===== src/rtl/mont_exp_ctrl.sv =====
// Montgomery exponentiation sequencer.
// Computes acc = base^exp with left-to-right square-and-multiply. All operands
// stay in the Montgomery domain. The block first loads the exponent and copies
// R mod N into the result buffer over its LSU port, then issues one multiplier
// operation for each square and each multiply.
module mont_exp_ctrl #(
  parameter int WORDS     = 8,
  parameter int EXP_WORDS = 1
) (
  input  logic        clk,
  input  logic        rst,
  input  logic        start,
  input  logic [31:0] base_addr,
  input  logic [31:0] one_addr,
  input  logic [31:0] exp_addr,
  input  logic [31:0] N_addr,
  input  logic [31:0] res_addr,
  output logic        busy,
  output logic        done,
  output logic        lsu_ren,
  output logic        lsu_wen,
  output logic [1:0]  lsu_type,
  output logic [31:0] lsu_addr_base,
  output logic [31:0] lsu_addr_offset,
  output logic [31:0] lsu_wdata,
  input  logic        lsu_done,
  input  logic [31:0] lsu_rdata,
  output logic        mm_start,
  output logic [31:0] mm_A_addr,
  output logic [31:0] mm_B_addr,
  output logic [31:0] mm_N_addr,
  output logic [31:0] mm_res_addr,
  input  logic        mm_done
);

  localparam int EBITS = EXP_WORDS * 32;
  localparam int KW    = (EXP_WORDS > 1) ? $clog2(EXP_WORDS) : 1;
  localparam int WW    = (WORDS > 1) ? $clog2(WORDS) : 1;
  localparam int JW    = $clog2(EBITS);

  // Word-sized access encoding understood by the LSU.
  localparam logic [1:0]    DATA_WORD = 2'b10;
  localparam logic [KW-1:0] K_LAST    = KW'(EXP_WORDS - 1);
  localparam logic [WW-1:0] W_LAST    = WW'(WORDS - 1);
  localparam logic [JW-1:0] J_TOP     = JW'(EBITS - 1);

  typedef enum logic [3:0] {
    IDLE, FETCH_EXP, COPY_RD, COPY_WR,
    SQ_ISSUE, SQ_WAIT, MUL_ISSUE, MUL_WAIT, NEXT, FINISH
  } state_t;

  state_t          state_q, state_d;
  logic [EBITS-1:0] exp_q;
  logic [KW-1:0]   k_q;     // exponent word being fetched
  logic [WW-1:0]   w_q;     // accumulator word being copied
  logic [JW-1:0]   j_q;     // exponent bit being processed
  logic [31:0]     hold_q;  // word in transit from one_addr to res_addr
  logic            iss_q;   // second cycle of a two-cycle mm_start
  logic [31:0]     base_q, one_q, expa_q, n_q, res_q;

  // State register; reset aborts any operation immediately.
  always_ff @(posedge clk or posedge rst) begin
    // NOTE: use non-blocking assignments so every flop samples pre-edge values.
    if (rst) state_q <= IDLE;
    else     state_q <= state_d;
  end

  // Datapath: latched addresses, exponent, counters and holding register.
  always_ff @(posedge clk or posedge rst) begin
    // NOTE: exp_q is a small flop bank, not a RAM, so it is reset with the rest.
    if (rst) begin
      exp_q  <= '0;
      k_q    <= '0;
      w_q    <= '0;
      j_q    <= '0;
      hold_q <= '0;
      iss_q  <= 1'b0;
      base_q <= '0;
      one_q  <= '0;
      expa_q <= '0;
      n_q    <= '0;
      res_q  <= '0;
    end else begin
      case (state_q)
        IDLE: if (start) begin
          base_q <= base_addr;
          one_q  <= one_addr;
          expa_q <= exp_addr;
          n_q    <= N_addr;
          res_q  <= res_addr;
          k_q    <= '0;
          w_q    <= '0;
        end
        FETCH_EXP: if (lsu_done) begin
          for (int i = 0; i < EXP_WORDS; i++)
            if (k_q == KW'(i)) exp_q[i*32 +: 32] <= lsu_rdata;
          k_q <= k_q + 1'b1;
        end
        COPY_RD: if (lsu_done) hold_q <= lsu_rdata;
        COPY_WR: if (lsu_done) begin
          w_q <= w_q + 1'b1;
          if (w_q == W_LAST) j_q <= J_TOP;
        end
        SQ_ISSUE, MUL_ISSUE: iss_q <= ~iss_q;
        NEXT: if (j_q != '0) j_q <= j_q - 1'b1;
        default: ;
      endcase
    end
  end

  // Next-state logic and outputs decoded from the current state.
  always_comb begin
    // NOTE: every output gets a default first so no path can infer a latch.
    state_d         = state_q;
    busy            = (state_q != IDLE) && (state_q != FINISH);
    done            = 1'b0;
    lsu_ren         = 1'b0;
    lsu_wen         = 1'b0;
    lsu_type        = DATA_WORD;
    lsu_addr_base   = '0;
    lsu_addr_offset = '0;
    lsu_wdata       = '0;
    mm_start        = 1'b0;
    mm_A_addr       = '0;
    mm_B_addr       = '0;
    mm_N_addr       = '0;
    mm_res_addr     = '0;

    case (state_q)
      IDLE: if (start) state_d = FETCH_EXP;
      FETCH_EXP: begin
        lsu_ren         = 1'b1;
        lsu_addr_base   = expa_q;
        lsu_addr_offset = 32'(k_q) << 2;
        if (lsu_done && k_q == K_LAST) state_d = COPY_RD;
      end
      COPY_RD: begin
        lsu_ren         = 1'b1;
        lsu_addr_base   = one_q;
        lsu_addr_offset = 32'(w_q) << 2;
        if (lsu_done) state_d = COPY_WR;
      end
      COPY_WR: begin
        lsu_wen         = 1'b1;
        lsu_addr_base   = res_q;
        lsu_addr_offset = 32'(w_q) << 2;
        lsu_wdata       = hold_q;
        if (lsu_done) state_d = (w_q == W_LAST) ? SQ_ISSUE : COPY_RD;
      end
      SQ_ISSUE, SQ_WAIT, MUL_ISSUE, MUL_WAIT: begin
        // Addresses stay stable from the first start cycle until mm_done.
        mm_A_addr   = res_q;
        mm_B_addr   = (state_q == MUL_ISSUE || state_q == MUL_WAIT) ? base_q : res_q;
        mm_N_addr   = n_q;
        mm_res_addr = res_q;
        case (state_q)
          SQ_ISSUE: begin
            mm_start = 1'b1;
            if (iss_q) state_d = SQ_WAIT;
          end
          MUL_ISSUE: begin
            mm_start = 1'b1;
            if (iss_q) state_d = MUL_WAIT;
          end
          SQ_WAIT:  if (mm_done) state_d = exp_q[j_q] ? MUL_ISSUE : NEXT;
          default:  if (mm_done) state_d = NEXT;
        endcase
      end
      NEXT:   state_d = (j_q == '0) ? FINISH : SQ_ISSUE;
      FINISH: begin
        done    = 1'b1;
        state_d = IDLE;
      end
      default: state_d = IDLE;
    endcase
  end

endmodule


===== config.mk =====
export PLATFORM = sky130hd
export DESIGN_NAME = mont_exp_ctrl
export DESIGN_NICKNAME = d
export VERILOG_FILES = /design/src/rtl/mont_exp_ctrl.sv
export SDC_FILE = /design/constraint.sdc
export NUM_CORES = 1
export LEC_CHECK = 0
export ABC_AREA = 1
export ABC_CLOCK_PERIOD_IN_PS = 12550
export BUFFER_PORTS_ARGS = -buffer_cell sky130_fd_sc_hd__buf_2
export CORE_ASPECT_RATIO = 1.75
export CORE_MARGIN = 2
export CORE_UTILIZATION = 40
export CTS_CLUSTER_DIAMETER = 200
export DETAILED_ROUTE_END_ITERATION = 6
export PLACE_DENSITY = 0.76
export RECOVER_POWER = 50
export SLEW_MARGIN = 20
export SYNTH_ARGS = -nofsm -noshare
export SYNTH_HDL_FRONTEND = slang
export SYNTH_SLANG_ARGS = --single-unit
export TNS_END_PERCENT = 30

===== constraint.sdc =====
create_clock -name clk -period 12.55 [get_ports clk]
set_input_delay 3.765 -clock clk [delete_from_list [all_inputs] [get_ports clk]]
set_output_delay 3.765 -clock clk [all_outputs]
set_load 0.05 [all_outputs]

# --- Word-level counts from Yosys, hierarchy flattened ---
# Cells that the tools add are included.
classes:
  n_addsub: 3
  order_cmp: 1
  eq_ne: 22
  muxes: 37
  bitwise_logic: 2
  n_reduce_logical: 21
op_table:
  columns: ["cell", "n"]
  rows:
  - ["32-bit 2-to-1 mux", 5]
  - ["32-bit one-hot mux with 3 select lines", 1]
  - ["4-bit 2-to-1 mux", 10]
  - ["4-bit one-hot mux with 6 select lines", 1]
  - ["5-bit one-hot mux with 2 select lines", 2]
  - ["4-bit by 3-bit equality test with 1-bit output, second input constant", 4]
  - ["5-bit 2-to-1 mux", 3]
  - ["2-bit inequality test, second input constant", 7]
  - ["4-bit one-hot mux with 3 select lines", 1]
  - ["3-bit 2-to-1 mux", 3]
  - ["3-bit inequality test, second input constant", 3]
  - ["3-bit AND reduction", 3]
  - ["4-bit by 2-bit equality test with 1-bit output, second input constant", 2]
  - ["4-bit equality test, second input constant", 2]
  - ["1-bit 2-to-1 mux", 8]
  - ["4-bit inequality test, second input constant", 2]
  - ["8-bit AND reduction", 1]
  - ["5-bit by 6-bit < comparator with 1-bit output, second input constant", 1]
  - ["3-bit one-hot mux with 2 select lines", 1]
  - ["2-bit nonzero test", 3]
  - ["2-bit OR reduction", 3]
  - ["1-bit binary-select mux with 5-bit select", 1]
  - ["5-bit logical NOT", 1]
  - ["5-bit nonzero test", 1]
  - ["14 further kinds", 17]
word_totals:
  reg_bits: 238
  out_inout_bits: 231
  word_cells: 98

# --- Longest topological paths before layout ---
logic_depth:
  word_depth: 6
  ltp_mapped: 13

# --- Worst setup path before layout ---
# No wires, ideal clock.
synth_path:
  path_kind: "register to output"
  start: "register state_q[2]"
  end: "output port mm_B_addr[27]"
  t_arrival_ns: 2.567
  required_time_ns: 8.785
  setup_slack_ns: 6.218
  path_stages_with_launch: 8
  cell_sequence: "dfrtp_1 > inv_1 > nor2_1 > inv_2 > clkbuf_1 > nor2_1 > nor2_1 > a21oi_1"
synth_via:
  elab_chain_len: 4
synth_rtl:
  columns: ["element", "line_no", "text"]
  rows:
  - ["start, declared", "52", "state_t state_q, state_d;"]
  - ["start signal, assigned", "65", "else state_q <= state_d;"]
  - ["4-bit by 3-bit equality test with 1-bit output", "129, 153", null]
  - ["1-bit logical OR", "153", "mm_B_addr = (state_q == MUL_ISSUE || state_q == MUL_WAIT) ? base_q : res_q;"]
  - ["32-bit 2-to-1 mux", "153", null]
  - ["32-bit 2-to-1 mux (*)", "129", "case (state_q)"]
  - ["end, declared", "30", "output logic [31:0] mm_B_addr,"]
# Every way passes the cells marked *; elsewhere a longest branch is shown, timed or not.

# --- Worst setup path after layout ---
layout_path:
  start: "input port start"
  end: "register base_q[13]"
layout_via:
  elab_chain_len: 1
layout_rtl:
  columns: ["element", "line_no", "text"]
  rows:
  - ["start, declared", "12", "input logic start,"]
  - ["2-bit AND reduction (no source line)", null, null]
  - ["end signal, assigned", "86", "base_q <= base_addr;"]
  - ["end, declared", "59", "logic [31:0] base_q, one_q, expa_q, n_q, res_q;"]
# Every way passes these cells.
# A chain may end at the register's enable or synchronous reset.

==> impl_metrics.yaml <==
routing:
  routed_wl_mm: 35.9
  routedWlPerCell_um: 16.3
  drt_iter0_drc: 744
  drc: 0
  vias_per_cell: 4.87
  ant_nets: 0
  first_pass_iters: 6
  num_vias: 10747
power_and_ir_drop:
  power_density_nw_per_um2: 245
  ir_drop_uv: 155
  leakagePower_nw: 7.88
sta:
  rsz0062_at_grt: "false"
  max_freq_ghz: 0.118
  layout_min_cycle_time_ns: 8.46
  slew_headroom: -1.93
  drv_slew: 484
  hold_slack_ns: 0.473
  hold_viol_final: 0
  fin_skew_ns: 0.0275
  period_share: 0.674
  worst_slew_pin_slew_ns: 4.39
  setup_violations: 0
  setup_tns_ns: 0
  fin_ws_ns: 4.09
synthesis:
  synth_cells: 1488
  synth-seq-area-share: 0.513
  synth-seq-cells: 238
  yosysWarnings: 0
  yosys.cell_types.count: 33
  syn_area_um2: 11600
  syn_area_per_cell_um2: 7.81
floorplanning:
  dieArea_um2: 30500
  chipWidth_um: 133
  fp-row-count: 82
  start_util: 0.406
  die_y_um: 229
  ios: 428
  coreArea_um2: 28600
layout:
  fin_nets: 2005
  drive_above_1_share: 0.250
  final_util: 0.494
  layout.cells.non_filler: 2206
  area_growth_pct: 21.6
critical_path:
  worstSetupPathType: "input pin to register"
  cp-end-kind: "register"
  critPathRequiredTime_ns: 13.01
  startpoint_type: "input pin"
  r2r_start: "state_q[1]"
  rrSetupSlack_ns: 5.95
  path_max_fanout: 88
  worst_ep_arrival_time_ns: 8.92
  cp-startpoint: "start"
clocking:
  cts_tree: "built"
  cts_htree_levels: 1
  cts_root_buf: "clkbuf_16"
  postCtsSetupRepairBufs: 0
  cts.sinks: 238
  clkTransAtPathRegs_ns: 0.07
  cts_resized: 0
  clkLatencyLatePin_ns: 0.54
  hold_buffers: 0
  cts_buffer_depth: 3
  cts-buffers-inserted: 23
hold_path:
  hp-class: "register to register"
  min_from: "expa_q[24]"
global_route:
  grt-ovfl-total: 0
  grt_pass1_vias: 10552
  grt_max_degree: 124
  grt.total_usage: 0.230
  antenna_found_initial: 8
  grt_pass1_wl_mm: 55.5
flow_run:
  maxCapViolCount: 6
placement:
  gp_congestion: 0.932
  dpl.hpwl_mm: 26.2
  io_buffers: 396
  dp.cells: 2156
  place_ws_ns: 5.81
outcome:
  status: "finished with violations"
  violations: "max-capacitance violations, max-slew violations"
-- worst max-delay path: stages --
cell and delay [ns]:
buf_2 0.07, inv_1 0.04, nor2_1 1.08, clkbuf_1 0.90, clkbuf_1 2.27, nand2_1 0.50, nand2_1 0.22
-- cell usage after synthesis --
| cell type | count | area, um^2 |
|---|---|---|
| o31ai_1 | 19 | 143 |
| nor3_1 | 3 | 15.0 |
| inv_1 | 192 | 721 |
| nand4_1 | 1 | 6.26 |
| nand3b_1 | 1 | 7.51 |
| nand3_1 | 28 | 140 |
| o221ai_1 | 19 | 166 |
| a31oi_1 | 1 | 6.26 |
| conb_1 | 2 | 7.51 |
| buf_1 | 7 | 26.3 |
| o21ai_2 | 6 | 52.6 |
| o21ai_0 | 140 | 701 |
| nand3_2 | 1 | 10.0 |
| nor3_2 | 1 | 10.0 |
| xnor2_1 | 1 | 8.76 |
| nor2_2 | 3 | 18.8 |
| o211ai_1 | 14 | 105 |
| and3_1 | 1 | 6.26 |
| inv_2 | 9 | 33.8 |
| nand2_1 | 472 | 1770 |
| ha_1 | 3 | 37.5 |
| buf_4 | 63 | 473 |
| nor2_4 | 4 | 45.0 |
| nor2_1 | 135 | 507 |
| nand2_2 | 3 | 18.8 |
| buf_6 | 6 | 67.6 |
| buf_2 | 44 | 220 |
| a21oi_1 | 18 | 90.1 |
| or2_1 | 2 | 12.5 |
| clkbuf_1 | 23 | 86.3 |
| nand4_2 | 1 | 12.5 |
| dfrtp_1 | 238 | 5960 |
| o21ai_1 | 27 | 135 |
-- through the flow --
step	power (W)	instance area [um^2]
after CTS	0.00348	14100
after global routing	0.00370	14100
after floorplan	0.00237	11700
after detailed placement	0.00275	13400
after global placement	0.00271	13400
final	0.00347	14100
-- flip-flops by register name, indices dropped and copies added (netlist names) --
register / flops
exp_q: 32
expa_q: 32
one_q: 32
res_q: 32
j_q: 5
w_q: 3
k_q: 1
base_q: 32
hold_q: 32
state_q: 4
n_q: 32
iss_q: 1
-- power by group --
part	internal, W	switching (W)	leakage [nW]
Clock	0.000411	0.000305	0.389
Sequential	0.00112	0.000174	2.96
Combinational	0.000370	0.00108	4.53
Total	0.00190	0.00156	7.88
-- kinds of logic after synthesis --
kind of cell	after synthesis	synth area share
AOI/OAI and AO/OA	244	0.120
adders and majority gates	3	0.00323
DFF	238	0.513
xor gates and xnor gates	1	0.000754
buffers and inverters	344	0.140
and+or+nand+nor	656	0.222
other	2	0.000646
-- worst paths after layout --
check                              to  depth (start not counted)
max                        base_q[13]                          7
min                        expa_q[24]                          2
max reg2reg                base_q[13]                          9
min reg2reg                expa_q[24]                          2
max in group asynchronous   one_q[27]                          4
min in group asynchronous     n_q[10]                          2
-- layer usage --
| metal | up-vias | global-route usage | part of all wire |
|---|---|---|---|
| met3 | 103 | 0.0257 | 0.060 |
| met1 | 5062 | 0.265 | 0.36 |
| met4 | 2 | 0.142 | 0.061 |
| li1 | 5117 | - | - |
| met5 | - | 0 | 0.00036 |
| met2 | 463 | 0.407 | 0.51 |
-- cells in the final DEF (no fill, tap or decap), types with 2 or more instances in the layout --
| cell type | instances |
|---|---|
| dfrtp_1 | 238 |
| nor3_1 | 3 |
| nand2_2 | 2 |
| o211ai_1 | 14 |
| buf_2 | 394 |
| nor2_4 | 3 |
| o21ai_0 | 170 |
| inv_1 | 192 |
| inv_2 | 7 |
| or2_0 | 2 |
| nor2_2 | 3 |
| diode_2 | 7 |
| nand2_1 | 473 |
| clkbuf_16 | 23 |
| nor2_1 | 136 |
| clkinv_2 | 4 |
| buf_4 | 3 |
| a21oi_1 | 18 |
| clkbuf_1 | 9 |
| ha_1 | 3 |
| o21ai_1 | 3 |
| nand4_1 | 2 |
| nand3_1 | 29 |
| o31ai_1 | 19 |
| o221ai_1 | 19 |
| clkbuf_8 | 9 |
| conb_1 | 31 |
-- layout make-up --
cell class,instances,area [um^2]
multi-input cells,935,4100
clock inverters,7,67.6
clock buffers,34,707
flip-flops and latches,238,5960
repair buffers,406,2050
diodes,7,17.5
inverters,201,756
well taps,378,473
fillers,2841,14500
Note: power is estimated with default switching activity, not from simulation.
